### config.mk
export PLATFORM = sky130hd
export DESIGN_NAME = sdp_ram_ctrl
export DESIGN_NICKNAME = d
export VERILOG_FILES = /design/src/rtl/sdp_ram_ctrl_pkg.sv /design/src/rtl/rr_arb.sv /design/src/rtl/sdp_ram_ctrl.sv
export SDC_FILE = /design/constraint.sdc
export NUM_CORES = 1
export LEC_CHECK = 0
export ABC_AREA = 1
export CELL_PAD_IN_SITES_DETAIL_PLACEMENT = 2
export CELL_PAD_IN_SITES_GLOBAL_PLACEMENT = 2
export CORE_UTILIZATION = 18
export DETAILED_ROUTE_END_ITERATION = 16
export MAX_ROUTING_LAYER = met4
export PLACE_DENSITY_LB_ADDON = 0.25
export SYNTH_ARGS = -nofsm -noshare
export SYNTH_HDL_FRONTEND = slang
export SYNTH_SLANG_ARGS = --single-unit
### constraint.sdc
create_clock -name clk -period 5.3 [get_ports clk]
set_input_delay 0.53 -clock clk [delete_from_list [all_inputs] [get_ports clk]]
set_output_delay 0.53 -clock clk [all_outputs]
set_load 0.005 [all_outputs]
### src/rtl/sdp_ram_ctrl_pkg.sv
// sdp_ram_ctrl_pkg: shared helpers for the SDP RAM front end.
//   addr_width(depth) : address bits needed for a RAM of 'depth' words (min 1)
//   id_width(num_req) : requester index bits for 'num_req' requesters (min 1)
//   rsp_flags_t       : flag part of the read response (valid); the sized id and
//                       data fields are added by sdp_ram_ctrl, which knows the widths.
package sdp_ram_ctrl_pkg;

  function automatic int unsigned clog2_min1(input int unsigned n);
    return (n > 1) ? $clog2(n) : 1;
  endfunction

  function automatic int unsigned addr_width(input int unsigned depth);
    return clog2_min1(depth);
  endfunction

  function automatic int unsigned id_width(input int unsigned num_req);
    return clog2_min1(num_req);
  endfunction

  typedef struct packed {
    logic valid;
  } rsp_flags_t;

endpackage

### src/rtl/rr_arb.sv
// rr_arb: round-robin arbiter with a registered priority pointer.
//   clk       in  clock
//   rst       in  synchronous active-high reset; pointer -> 0, grants forced off
//   req       in  N request lines
//   grant     out N one-hot grant (all zero when nothing requests)
//   grant_idx out index of the granted line (0 when no grant)
// Search starts at the pointer and wraps N-1 -> 0; after a grant to g the
// pointer moves to (g+1) mod N, otherwise it holds.
module rr_arb
  import sdp_ram_ctrl_pkg::*;
#(
  parameter int unsigned N = 4,
  localparam int unsigned IdxW = id_width(N),
  localparam int unsigned SumW = IdxW + 1
) (
  input  logic            clk,
  input  logic            rst,
  input  logic [N-1:0]    req,
  output logic [N-1:0]    grant,
  output logic [IdxW-1:0] grant_idx
);

  logic [IdxW-1:0] ptr_q;
  logic            found;
  logic [SumW-1:0] sum;
  logic [IdxW-1:0] cand;

  always_comb begin
    grant     = '0;
    grant_idx = '0;
    found     = 1'b0;
    sum       = '0;
    cand      = '0;
    if (!rst) begin
      for (int unsigned off = 0; off < N; off++) begin
        // One extra bit so ptr+off cannot overflow before the modulo wrap.
        sum = {1'b0, ptr_q} + SumW'(off);
        if (sum >= SumW'(N)) sum = sum - SumW'(N);
        cand = sum[IdxW-1:0];
        if (!found && req[cand]) begin
          found       = 1'b1;
          grant[cand] = 1'b1;
          grant_idx   = cand;
        end
      end
    end
  end

  always_ff @(posedge clk) begin
    if (rst) begin
      ptr_q <= '0;
    end else if (found) begin
      ptr_q <= (grant_idx == IdxW'(N - 1)) ? '0 : grant_idx + 1'b1;
    end
  end

endmodule

### src/rtl/sdp_ram_ctrl.sv
// sdp_ram_ctrl: NUM_REQ-requester front end for one simple-dual-port RAM.
// Writes and reads are arbitrated by independent round-robin arbiters, so one
// write and one read may issue per cycle. Read data returns one cycle after the
// grant, tagged with the requester index.
// Ports:
//   clk, rst                         clock, synchronous active-high reset
//   req_valid/req_ready/req_wr       per-requester handshake and direction
//   req_addr/req_wdata               flattened per-requester address/data
//   rsp_valid/rsp_id/rsp_data        read response (no backpressure)
//   ram_wr_en/ram_wr_addr/ram_wr_data  RAM write port
//   ram_rd_en/ram_rd_addr/ram_rd_data  RAM read port (1-cycle latency)
// Build option: define SDP_RAM_CTRL_FWD_EN to return the new write data on a
// same-cycle read/write collision instead of the old RAM contents.
module sdp_ram_ctrl
  import sdp_ram_ctrl_pkg::*;
#(
  parameter int unsigned DATA_WIDTH = 16,
  parameter int unsigned DATA_DEPTH = 1024,
  parameter int unsigned NUM_REQ    = 4,
  localparam int unsigned AW = addr_width(DATA_DEPTH),
  localparam int unsigned IW = id_width(NUM_REQ)
) (
  input  logic                          clk,
  input  logic                          rst,
  input  logic [NUM_REQ-1:0]            req_valid,
  output logic [NUM_REQ-1:0]            req_ready,
  input  logic [NUM_REQ-1:0]            req_wr,
  input  logic [NUM_REQ*AW-1:0]         req_addr,
  input  logic [NUM_REQ*DATA_WIDTH-1:0] req_wdata,
  output logic                          rsp_valid,
  output logic [IW-1:0]                 rsp_id,
  output logic [DATA_WIDTH-1:0]         rsp_data,
  output logic                          ram_wr_en,
  output logic [AW-1:0]                 ram_wr_addr,
  output logic [DATA_WIDTH-1:0]         ram_wr_data,
  output logic                          ram_rd_en,
  output logic [AW-1:0]                 ram_rd_addr,
  input  logic [DATA_WIDTH-1:0]         ram_rd_data
);

  typedef struct packed {
    rsp_flags_t            flags;
    logic [IW-1:0]         id;
    logic [DATA_WIDTH-1:0] data;
  } rsp_t;

  logic [AW-1:0]         addr_arr  [NUM_REQ];
  logic [DATA_WIDTH-1:0] wdata_arr [NUM_REQ];

  for (genvar i = 0; i < NUM_REQ; i++) begin : g_unpack
    assign addr_arr[i]  = req_addr[i*AW +: AW];
    assign wdata_arr[i] = req_wdata[i*DATA_WIDTH +: DATA_WIDTH];
  end

  logic [NUM_REQ-1:0] wr_cand, rd_cand, wr_grant, rd_grant;
  logic [IW-1:0]      wr_idx, rd_idx;

  assign wr_cand = req_valid & req_wr;
  assign rd_cand = req_valid & ~req_wr;

  rr_arb #(
    .N(NUM_REQ)
  ) u_wr_arb (
    .clk      (clk),
    .rst      (rst),
    .req      (wr_cand),
    .grant    (wr_grant),
    .grant_idx(wr_idx)
  );

  rr_arb #(
    .N(NUM_REQ)
  ) u_rd_arb (
    .clk      (clk),
    .rst      (rst),
    .req      (rd_cand),
    .grant    (rd_grant),
    .grant_idx(rd_idx)
  );

  // Arbiters already suppress grants during reset.
  assign req_ready   = wr_grant | rd_grant;
  assign ram_wr_en   = |wr_grant;
  assign ram_wr_addr = addr_arr[wr_idx];
  assign ram_wr_data = wdata_arr[wr_idx];
  assign ram_rd_en   = |rd_grant;
  assign ram_rd_addr = addr_arr[rd_idx];

  logic          rsp_valid_q;
  logic [IW-1:0] rsp_id_q;

  always_ff @(posedge clk) begin
    if (rst) begin
      rsp_valid_q <= 1'b0;
      rsp_id_q    <= '0;
    end else begin
      rsp_valid_q <= ram_rd_en;
      if (ram_rd_en) rsp_id_q <= rd_idx;
    end
  end

  rsp_t rsp;

  // Masked by rst so a read granted just before reset never surfaces.
  assign rsp.flags.valid = rsp_valid_q & ~rst;
  assign rsp.id          = rsp_id_q;

`ifdef SDP_RAM_CTRL_FWD_EN
  logic                  fwd_q;
  logic [DATA_WIDTH-1:0] fwd_data_q;

  always_ff @(posedge clk) begin
    if (rst) begin
      fwd_q      <= 1'b0;
      fwd_data_q <= '0;
    end else begin
      fwd_q      <= ram_wr_en & ram_rd_en & (ram_wr_addr == ram_rd_addr);
      fwd_data_q <= ram_wr_data;
    end
  end

  assign rsp.data = fwd_q ? fwd_data_q : ram_rd_data;
`else
  assign rsp.data = ram_rd_data;
`endif

  assign rsp_valid = rsp.flags.valid;
  assign rsp_id    = rsp.id;
  assign rsp_data  = rsp.data;

endmodule

# [Word-level counts from Yosys, hierarchy flattened]
# Index checks and enable logic that the tools add are counted.
[word_totals] ff_bits=7 elab_cells=185 out_inout_bits=61 in_bits=130
[op_classes] eq_ne=2 n_addsub=16 order_cmp=26 n_reduce_logical=22 muxes=101 bitwise=14
[ops] operator="two-way mux 4 bit" count=16
[ops] operator="two-way mux 2 bit" count=28
[ops] operator="binary-select mux 10 bit (select 2 bit)" count=2
[ops] operator="two-way mux 10 bit" count=4
[ops] operator="binary-select mux 16 bit (select 2 bit)" count=1
[ops] operator="two-way mux 1 bit" count=32
[ops] operator="two-way mux 16 bit" count=2
[ops] operator="OR 4 bit" count=7
[ops] operator="greater-or-equal comparator 3 bit (second input constant)" count=8
[ops] operator="< comparator 2 x 3 -> 1 bit (second input constant)" count=8
[ops] operator="binary-select mux 1 bit (select 2 bit)" count=8
[ops] operator="demux 1 bit (select 2 bit)" count=8
[ops] operator="greater-or-equal comparator 2 x 1 -> 1 bit (second input constant)" count=8
[ops] operator="subtractor 2 x 1 -> 2 bit (second input constant)" count=8
[ops] operator="logical AND 1 bit" count=14
[ops] operator="adder 2 x 2 -> 3 bit (second input constant)" count=4
[ops] operator="AND 4 bit" count=2
[ops] operator="OR reduction 4 bit" count=2
[ops] operator="adder 2 x 1 -> 3 bit (second input constant)" count=2
[ops] operator="greater-or-equal comparator 2 x 3 -> 1 bit (second input constant)" count=2
[ops] operator="zero test 1 bit" count=6
[ops] operator="inverter 2 -> 3 bit" count=2
[ops] operator="adder 2 x 1 -> 2 bit (second input constant)" count=2
[ops] operator="equality test 2 bit (second input constant)" count=2
[ops] operator="3 further kinds" count=3

# [Longest topological paths before layout]
[logic_depth] depth_word=23 ltp_mapped=16 mapped_depth_nobuf=16

# [Hierarchy]
# A second synthesis with hierarchy kept.
[hier_totals] cells_unflattened=562 hier_area_um2=3071.7
[by_module_without_submodules] module="sdp_ram_ctrl" n_inst=1 cells_per_inst=354 area_each_um2=1622.8
[by_module_without_submodules] module="rr_arb" n_inst=2 cells_per_inst=104 area_each_um2=724.4

# [Worst setup path after synthesis]
# No wires, ideal clock.
[synth_timing] path_type="reg-to-output" start="register u_rd_arb.ptr_q[0]" end="output port ram_rd_addr[0]" arrival_ns=2.109 slack_ns=2.661 path_stages_with_launch=15 cell_sequence="dfxtp_1 inv_2 ha_1 inv_1 nand3_1 nand2_1 nand2_1 nor2_4 nand2_2 nand3_2 nand3_2 buf_2 o21ai_1 nand2_1 nand2_1"
[synth_via] elab_chain_cells=23 word_cells_on_any_way=48
[synth_lines] element="from (decl)" line_no="rr_arb.sv:23" source="logic [IdxW-1:0] ptr_q;"
[synth_lines] element="from (signal assigned)" line_no="rr_arb.sv:53" source="ptr_q <= (grant_idx == IdxW'(N - 1)) ? '0 : grant_idx + 1'b1;"
[synth_lines] element="greater-or-equal comparator 2 x 3 -> 1 bit or subtractor 2 x 1 -> 2 bit (tied branches)" line_no="rr_arb.sv:38" source="if (sum >= SumW'(N)) sum = sum - SumW'(N);"
[synth_lines] element="two-way mux 2 bit" line_no="rr_arb.sv:38"
[synth_lines] element="two-way mux 2 bit" line_no="rr_arb.sv:34" source="if (!rst) begin"
[synth_lines] element="binary-select mux 1 bit (select 2 bit)" line_no="rr_arb.sv:40" source="if (!found && req[cand]) begin"
[synth_lines] element="two-way mux 1 bit (implied by the code)" line_no="rr_arb.sv:40"
[synth_lines] element="two-way mux 1 bit" line_no="rr_arb.sv:40"
[synth_lines] element="two-way mux 1 bit" line_no="rr_arb.sv:34"
[synth_lines] element="zero test 1 bit" line_no="rr_arb.sv:40"
[synth_lines] element="[... 6 more ...]"
[synth_lines] element="two-way mux 1 bit" line_no="rr_arb.sv:34"
[synth_lines] element="zero test 1 bit" line_no="rr_arb.sv:40"
[synth_lines] element="logical AND 1 bit" line_no="rr_arb.sv:40"
[synth_lines] element="two-way mux 2 bit *" line_no="rr_arb.sv:40"
[synth_lines] element="two-way mux 2 bit *" line_no="rr_arb.sv:34"
[synth_lines] element="inverter 2 -> 3 bit (implied by the code) *" line_no="sdp_ram_ctrl.sv:87" source="assign ram_rd_addr = addr_arr[rd_idx];"
[synth_lines] element="binary-select mux 10 bit (select 2 bit) *" line_no="sdp_ram_ctrl.sv:87"
[synth_lines] element="two-way mux 10 bit (implied by the code) * (2 in a row)" line_no="sdp_ram_ctrl.sv:87"
[synth_lines] element="to (decl)" line_no="sdp_ram_ctrl.sv:37" source="output logic [AW-1:0] ram_rd_addr,"
# Every way passes the cells marked *; elsewhere a longest branch is shown, timed or not. The select of a mux whose other input is x is not followed.

# [Worst setup path in the final report]
[layout_timing] start="register u_rd_arb.ptr_q[0]" end="output port ram_rd_addr[1]"
# Same word-level chain as after synthesis.

==> summary.log <==
INFO  status         run_status=finished clean
INFO  grt            largest_net_degree_at_the_start_of_global_routing=61
INFO  power          power_leakage=2.47nW
INFO  critical_path  r2r_setup_slack=1.65ns
INFO  synthesis      synth_warnings=0
INFO  synthesis      number_of_synthesized_flops_with_an_enable_pin=0
INFO  worst_hold_path hold_path_class=reg2reg
INFO  routing        avgRoutedWirePerCell=15.5um
INFO  synthesis      yosys.cell_count.top_type=nand2_1
INFO  layout         final_cell_area=0.00474mm^2
INFO  critical_path  crit_type=reg2out
INFO  placement      dp_hpwl=11800um
INFO  layout         drive_above_1_share=0.0603
INFO  clock_network  worst_setup_hold_path_clk_slew=0.04ns
INFO  clock_network  root_buffer=clkbuf_16
INFO  placement      placed_cells=929
INFO  timing         max_slew_margin=0.577
INFO  synthesis      synth_top_cells_by_area=nand2_1 26%, inv_1 13%, nand3_1 8.2%, ha_1 7.0%, o21ai_1 6.2%
INFO  grt            global_route.usage.total=0.170
INFO  die            total_die_area=0.0175mm^2
INFO  clock_network  htree_num_levels=1
INFO  power          power_density=536mW/mm^2
INFO  clock_network  cts_tree=done
INFO  synthesis      avgSynthCellArea=5.16um^2
INFO  timing         setup-tns-final=0ns
INFO  timing         fin_crit_sh=0.849
INFO  critical_path  critical_path_arrival=3.97ns
INFO  clock_network  clock_sinks=7
INFO  grt            globalRouteOverflowTotal=0
INFO  timing         post-route-min-period=4.50ns
INFO  synthesis      synth.top_cell.area_share=0.265
INFO  synthesis      yosysUniqueCellTypes=32
INFO  die            initial_core_util=0.184
INFO  placement      placedInstanceArea=0.00466mm^2
INFO  timing         final-hold-violation-count=0
INFO  clock_network  resized_gates_after_cts=0
INFO  critical_path  critical_path_required=4.77ns
INFO  die            core.rowCount=47
INFO  grt            antenna_found_initial=2
INFO  layout         finalNetCount=861
INFO  layout         layout.area.seq=140um^2
INFO  flow_run       maxCapViolCount=0
INFO  die            fp.dieH=132um
INFO  critical_path  setup.worst_path.end_class=output pin
INFO  timing         finalMaxSlewViolations=0
INFO  power          ir_drop=206uV
INFO  routing        drt_iter0_drc=73
INFO  timing         fmaxAchievable=222MHz
INFO  synthesis      synthCells=591
INFO  clock_network  clock_tree.buffer_depth=2
INFO  die            io_pins=191
INFO  layout         fill_cells=2075
INFO  synthesis      mappedNetlistArea=0.00305mm^2
INFO  clock_network  clk-insertion-delay-late=0.23ns
INFO  critical_path  cp-start-kind=flip-flop
INFO  routing        ant_nets=0
INFO  timing         setup_viol=0
INFO  die            core=0.0166mm^2
INFO  routing        detail_route.drc_violations=0
INFO  synthesis      synth_seq_area_share=0.0459
INFO  synthesis      synth_seq_cells=7
INFO  power          fin_total_pwr=2.54mW
INFO  placement      routabilityCongestion=0.808
INFO  synthesis      netlist.top_cell.by_area=nand2_1
INFO  synthesis      synth_commonest_cells=215 x nand2_1, 104 x inv_1, 50 x nand3_1
INFO  routing        drt-vias-per-instance=4.43
INFO  routing        finalWirelength=14500um
INFO  synthesis      async_reset_ff_frac=0
INFO  synthesis      synthesis.nets=738
INFO  routing        routed-via-count=4144
INFO  clock_network  cts_made_buffers=3
INFO  critical_path  critical_path.max_fanout=22
INFO  timing         worst_pin_slew=0.634ns
INFO  layout         cell_count_final_fillers_out=935
INFO  layout         area_delta_synth_final=55.4%
INFO  grt            first_pass_grt_wire_length=23400um
INFO  timing         fin_worst_skew=0.00121ns
INFO  layout         multiInputGateArea=0.00219mm^2
INFO  clock_network  cts.hold.buffers_added=0
INFO  placement      buffer_ports.inserted=158
INFO  timing         rsz_0062_raised_after_global_routing=no
INFO  synthesis      synthFlopType=dfxtp_1
INFO  clock_network  post_cts_setup_buffers=0
INFO  grt            grt_pass1_vias=4487
INFO  die            dieWidth=132um
INFO  layout         final_core_util=0.286
INFO  routing        detailedRoute.firstPassIterationCount=4
layout make-up:
cell class	count	share of cell area
multi-input cells	428	0.462
repair buffers	162	0.343
inverters	112	0.0898
well taps	220	0.0581
flip-flops and latches	7	0.0296
clock buffers	4	0.0166
diodes	2	0.00106
power by group:
| part | switching, mW | internal, mW | leakage, nW |
|---|---|---|---|
| combinational | 1.31 | 0.985 | 2.37 |
| sequential | 0.0329 | 0.0779 | 0.0581 |
| clock | 0.0307 | 0.100 | 0.0382 |
placed cells by master (no fill, tap or decap), types with 2 or more instances in the layout:
cell type	count
diode_2	2
nand4_1	28
nand3_1	50
ha_1	17
o21ai_1	38
o21ai_2	4
nand2_4	2
nand3_4	3
nand2_2	5
inv_2	6
buf_4	3
o21ai_0	2
inv_1	104
inv_4	2
nand2b_1	4
nand2_1	215
clkdlybuf4s50_1	158
a21oi_1	10
nor2_4	2
nand3_2	8
dfxtp_1	7
nor2_1	21
clkbuf_16	3
o211ai_1	11
a21oi_2	2
final timing paths:
check                                          to  depth (start not counted)              start
worst max-delay path               ram_rd_addr[1]                         15  u_rd_arb.ptr_q[0]
worst min-delay path                    rsp_id[1]                          2          rsp_id[1]
worst max register to register  u_rd_arb.ptr_q[1]                         14  u_rd_arb.ptr_q[0]
worst min register to register          rsp_id[1]                          2          rsp_id[1]
registers in the layout, indices dropped and copies added, names as in the netlist:
register	cells
u_rd_arb.ptr_q	2
rsp_id	2
u_wr_arb.ptr_q	2
rsp_valid_q	1
critical path: stages (launching register included):
cell	delay (ns)
dfxtp_1	0.62
inv_2	0.22
ha_1	0.40
inv_1	0.14
nand3_1	0.09
nand2_1	0.13
nand2_1	0.11
nor2_4	0.17
nand2_2	0.10
nand3_2	0.09
nand3_2	0.37
inv_2	0.50
nand2_1	0.11
o211ai_1	0.12
nand2_1	0.08
clkdlybuf4s50_1	0.47
cell families (layout without fill, tap and decap cells):
kind of cell    after synthesis  in the layout  synth area share
simple gates                341            341             0.512
buf+inv                     156            278             0.236
compound gates               70             70             0.136
fa+ha+maj                    17             17            0.0697
flops                         7              7            0.0459
other cells                   0              2                 0
routing by layer:
metal / global-route usage / part of all wire / up-vias
li1: - / - / 2086
met1: 0.187 / 0.41 / 1953
met2: 0.323 / 0.53 / 90
met3: 0.0258 / 0.040 / 15
met4: 0.0326 / 0.012 / 0
met5: - / 0 / -
per-stage QoR:
step | setup WS [ns] | hold slack [ns]
after global placement | 1.14 | 0.500
after detailed placement | 1.01 | 0.546
after floorplan | 2.66 | 0.480
final | 0.798 | 0.532
after global routing | 0.480 | 0.598
after CTS | 0.785 | 0.543
Power figures use the tool's default switching activity.
